===== config.mk =====
export PLATFORM = sky130hd
export DESIGN_NAME = keypad_scanner
export DESIGN_NICKNAME = d
export VERILOG_FILES = /design/src/rtl/keypad_scanner_pkg.sv /design/src/rtl/keypad_scanner_row_sync.sv /design/src/rtl/keypad_scanner.sv
export SDC_FILE = /design/constraint.sdc
export NUM_CORES = 1
export LEC_CHECK = 0
export CORE_MARGIN = 5
export CORE_UTILIZATION = 50
export DETAILED_ROUTE_END_ITERATION = 8
export GPL_TIMING_DRIVEN = 1
export PLACE_DENSITY = 0.69
export SLEW_MARGIN = 20
export SYNTH_ARGS = -nofsm -noshare
export SYNTH_HDL_FRONTEND = slang
export SYNTH_SLANG_ARGS = --single-unit

===== constraint.sdc =====
create_clock -name clk -period 4.1 [get_ports clk]
set_clock_uncertainty 0.1 [all_clocks]
set_input_delay 1.23 -clock clk [delete_from_list [all_inputs] [get_ports clk]]
set_output_delay 1.23 -clock clk [all_outputs]
set_load 0.02 [all_outputs]

===== src/rtl/keypad_scanner_pkg.sv =====
// Shared types and constants for the 4x4 matrix keypad scanner.
package keypad_scanner_pkg;

    localparam int SCAN_DIV_DEF = 1000;
    localparam int DEBOUNCE_DEF = 50000;

    typedef enum logic [1:0] {
        SCAN,
        DEBOUNCE,
        HELD,
        RELEASE
    } scan_state_t;

    // Indexed by {row, col}: row0 1,2,3,A / row1 4,5,6,B / row2 7,8,9,C / row3 E,0,F,D
    localparam logic [15:0][3:0] KEY_MAP = 64'hDF0E_C987_B654_A321;

    function automatic logic [1:0] first_low(input logic [3:0] rows);
        logic [1:0] r;
        r = 2'd0;
        for (int i = 3; i >= 0; i--) begin
            if (!rows[i]) r = 2'(i);
        end
        return r;
    endfunction

    function automatic logic [3:0] col_drive(input logic [1:0] c);
        return ~(4'b0001 << c);
    endfunction

endpackage


===== src/rtl/keypad_scanner_row_sync.sv =====
// Two-flop synchronizer for the asynchronous, pulled-up keypad rows.
module row_sync (
    input  logic       clk,
    input  logic       rst,
    input  logic [3:0] row_in,
    output logic [3:0] row_s
);

    logic [3:0] meta;

    always_ff @(posedge clk) begin
        if (!rst) begin
            meta  <= 4'hF;
            row_s <= 4'hF;
        end else begin
            meta  <= row_in;
            row_s <= meta;
        end
    end

endmodule


===== src/rtl/keypad_scanner.sv =====
// Column-scanning 4x4 keypad decoder with press and release debounce.
module keypad_scanner
    import keypad_scanner_pkg::*;
#(
    parameter int SCAN_DIV        = SCAN_DIV_DEF,
    parameter int DEBOUNCE_CYCLES = DEBOUNCE_DEF
) (
    input  logic       clk,
    input  logic       rst,
    input  logic [3:0] row_in,
    output logic [3:0] col_out,
    output logic [3:0] key_value,
    output logic       key_pressed
);

    localparam int DW = $clog2(SCAN_DIV);
    localparam int BW = $clog2(DEBOUNCE_CYCLES);
    localparam logic [DW-1:0] DWELL_LAST = DW'(SCAN_DIV - 1);
    localparam logic [BW-1:0] DEB_LAST   = BW'(DEBOUNCE_CYCLES - 1);

    scan_state_t   state;
    logic [1:0]    col;
    logic [1:0]    row;
    logic [1:0]    next_col;
    logic [DW-1:0] dwell;
    logic [BW-1:0] deb_cnt;
    logic [3:0]    row_s;
    logic          row_hit;

    row_sync u_row_sync (
        .clk    (clk),
        .rst    (rst),
        .row_in (row_in),
        .row_s  (row_s)
    );

    assign next_col = col + 2'd1;
    // Only the captured row matters once a key is being tracked
    assign row_hit  = ~row_s[row];

    always_ff @(posedge clk) begin
        if (!rst) begin
            state       <= SCAN;
            col         <= 2'd0;
            row         <= 2'd0;
            dwell       <= '0;
            deb_cnt     <= '0;
            col_out     <= 4'b1110;
            key_value   <= 4'h0;
            key_pressed <= 1'b0;
        end else begin
            unique case (state)
                SCAN: begin
                    if (dwell == DWELL_LAST) begin
                        dwell <= '0;
                        if (row_s != 4'hF) begin
                            row     <= first_low(row_s);
                            deb_cnt <= '0;
                            state   <= DEBOUNCE;
                        end else begin
                            col     <= next_col;
                            col_out <= col_drive(next_col);
                        end
                    end else begin
                        dwell <= dwell + DW'(1);
                    end
                end
                DEBOUNCE: begin
                    if (!row_hit) begin
                        state   <= SCAN;
                        col     <= next_col;
                        col_out <= col_drive(next_col);
                    end else if (deb_cnt == DEB_LAST) begin
                        key_value   <= KEY_MAP[{row, col}];
                        key_pressed <= 1'b1;
                        state       <= HELD;
                    end else begin
                        deb_cnt <= deb_cnt + BW'(1);
                    end
                end
                HELD: begin
                    if (!row_hit) begin
                        deb_cnt <= '0;
                        state   <= RELEASE;
                    end
                end
                RELEASE: begin
                    if (row_hit) begin
                        deb_cnt <= '0;
                        state   <= HELD;
                    end else if (deb_cnt == DEB_LAST) begin
                        key_pressed <= 1'b0;
                        state       <= SCAN;
                        col         <= next_col;
                        col_out     <= col_drive(next_col);
                    end else begin
                        deb_cnt <= deb_cnt + BW'(1);
                    end
                end
                default: state <= SCAN;
            endcase
        end
    end

endmodule


==> results by group <==
Routing
  • Via density: 5.62
  • Via count: 1809
  • Post-Route WL: 4500 um
  • # DRC: 0
  • WL/cell: 14.0 um
  • Post-route ant nets: 0
  • Iteration-0 DRC Markers: 109
  • Detailed Routing Iterations Pass 1: 4

Worst setup path
  • Worst EP required: 4200 ps
  • Startpoint types: flop
  • CP arrival: 2960 ps
  • CP Max Fanout: 17
  • Kind of critical path: flop to flop
  • CP endpoint kind: flop

Layout
  • FF/Latch Area: 981 um2
  • Final non-filler cell total: 322
  • Design area: 2690 um2
  • Synthesis-to-finish area growth: 11.6%
  • Filler Cell Count: 417
  • Ant diodes: 0
  • Nets: 281
  • Commonest non-fill, non-tap cells in the layout: dfxtp_1 (49), nor2_1 (31), xnor2_1 (17), inv_1 (14), clkdlybuf4s50_1 (14)
  • Multi-input gate area in the final layout: 1300 um2
  • Leading cell type in the layout, fill and taps excluded: dfxtp_1
  • Fraction of layout instances using a drive strength above 1: 0.0933

Place
  • Post-DP HPWL: 3160 um
  • RePlAce Congestion: 0.817
  • Dpl cells: 314
  • Dpl cell area: 2560 um2
  • Port Buffer Count: 14

Pwr
  • Switch Pwr: 190 uW
  • Switching share of power: 0.204
  • Clock power share: 0.437
  • Sequential cell fraction of total power: 0.524
  • Max VDD drop: 0.233 mV
  • PwrDens: 347 nW/um2
  • Pint: 743 uW
  • Leakage power: 0.940 nW
  • Power share of the combinational group: 0.039

Floorplan
  • Initial core utilization: 0.514
  • Die Ht: 79.5 um
  • I/O pin count: 15
  • Core Box Area: 4690 um2
  • Die width: 79.5 um
  • Die area: 6320 um2
  • Row count: 25

CTS
  • CTS Hold Bufs: 0
  • Inserted Clock Buffers: 5
  • Clock H-tree levels: 2
  • Root buffer cell: clkbuf_8
  • CTS clk-pin slew, worst paths: 90 ps
  • Post-CTS sizing: 0
  • Clock Sink Count: 49
  • Setup Buffers After CTS: 0
  • CTS tree: done
  • Max Root-Sink Buffers: 2
  • Clock Latency Late Sink: 310 ps

Logic synthesis
  • Dominant synthesized flop cell: dfxtp_1
  • Seq/Total Area, Yosys: 0.406
  • Post-Syn Instances: 257
  • EDFF count, synth: 0
  • Flops & latches, synth: 49
  • Ranking of synthesized cells by area: dfxtp_1 (41%), xnor2_1 (6.2%), nor2_1 (4.8%)
  • Area leader, netlist: dfxtp_1
  • Synthesized area: 2410 um2
  • Yosys cell types: 54
  • Mapped Nets: 271
  • Avg Inst Size Synth: 9.39 um2
  • Number of synthesis warnings: 0
  • Top cell type's share of synthesized area: 0.406
  • Async S/R FF share, synth: 0

STA
  • Fmax: 0.349 GHz
  • RSZ-0062 raised after global routing: no
  • Tightest Pin Transition: 866 ps
  • Slew Viols, Final: 0
  • Final TNS setup: 0 ps
  • Rel. slew slack: 0.420
  • Final setup vio count: 0
  • Crit share post-route: 0.698
  • Post-layout min period: 2860 ps
  • Final hold viol count: 0

Global routing
  • GRT Overall Usage: 0.156
  • Global-route wire length before repair: 7860 um
  • Largest net degree at the start of global routing: 20
  • Antenna violations before repair: 0
  • Vias in the first global route: 1666
  • Grt total ovfl: 0

Job
  • MaxCap Viol Count: 0

Outcome
  • Status: finished, final reports clean

Hold path
  • Worst hold path type: flop to flop
## state kept, by name (all words and copies together) (netlist names), named ones only
name / flops
state: 1
row: 2
deb_cnt: 16
u_row_sync.row_s: 4
col_out: 4
u_row_sync.meta: 4
dwell: 10
col: 2
key_pressed: 1
key_value: 4
## per-stage QoR
stage	util	power (mW)	setup slack, ps	hold WS [ps]
3_3_place_gp	0.546	0.537	1260	292
3_5_place_dp	0.546	0.537	1210	297
6_report	0.574	0.934	1240	316
2_1_floorplan	-	0.522	1880	286
4_1_cts	0.574	0.940	1220	320
5_1_grt	0.574	0.970	972	332
## final timing paths
| check | from | end | slack [ps] | cells after the start |
|---|---|---|---|---|
| max | flop | deb_cnt[12] | 1240 | 5 |
| min reg2reg | u_row_sync.meta[0] | u_row_sync.row_s[0] | 320 | 1 |
| max reg2reg | flop | deb_cnt[12] | 1240 | 5 |
| min | u_row_sync.meta[0] | u_row_sync.row_s[0] | 320 | 1 |
## routing by layer
layer / part of all wire / vias up / global-route usage
met5: 0 / - / 0
met3: 0.028 / 6 / 0.0463
met1: 0.49 / 865 / 0.206
met2: 0.47 / 18 / 0.246
li1: - / 920 / -
met4: 0.013 / 0 / 0.0447
## critical path: stages (launching register included)
cell and delay, ps:
dfxtp_1 440, nor3b_1 410, nand4b_1 700, o211ai_1 750, buf_4 290, nor2_1 60
## power groups by stage
stage | Clock, mW | Sequential (mW) | Combinational, mW
2_1_floorplan | 0 | 0.501 | 0.0213
3_3_place_gp | 0 | 0.500 | 0.0364
3_5_place_dp | 0 | 0.500 | 0.0365
4_1_cts | 0.414 | 0.489 | 0.0366
5_1_grt | 0.439 | 0.491 | 0.0402
6_report | 0.408 | 0.489 | 0.0361
## synthesized netlist by cell type, types with 5 or more instances
master	instances
xor2_1	5
nand2_1	13
dfxtp_1	49
nand3_1	11
xnor2_1	17
inv_1	14
nor2_1	31
a21oi_1	7
ha_1	8
a211oi_1	9
nand2b_1	10
o21ai_0	6
## cell families (layout without fill, tap and decap cells)
group | Yosys count | count (layout) | share of synthesized area
XOR/XNOR | 22 | 22 | 0.0798
AO/OA/AOI/OAI | 45 | 45 | 0.145
buffers and inverters | 27 | 38 | 0.0534
AND/OR/NAND/NOR | 98 | 98 | 0.224
multiplexers | 8 | 8 | 0.0492
flip-flops | 49 | 49 | 0.406
adder cells (fa/ha/maj) | 8 | 8 | 0.0415
## cell type report
cell class | count | share of cell area
multi-input combinational | 181 | 0.484
sequential | 49 | 0.364
timing repair buffer | 16 | 0.0576
clock buffer | 5 | 0.0255
tap | 54 | 0.0251
clock inverter | 3 | 0.0242
inverter | 14 | 0.0195
Note: power is estimated with default switching activity, not from simulation.
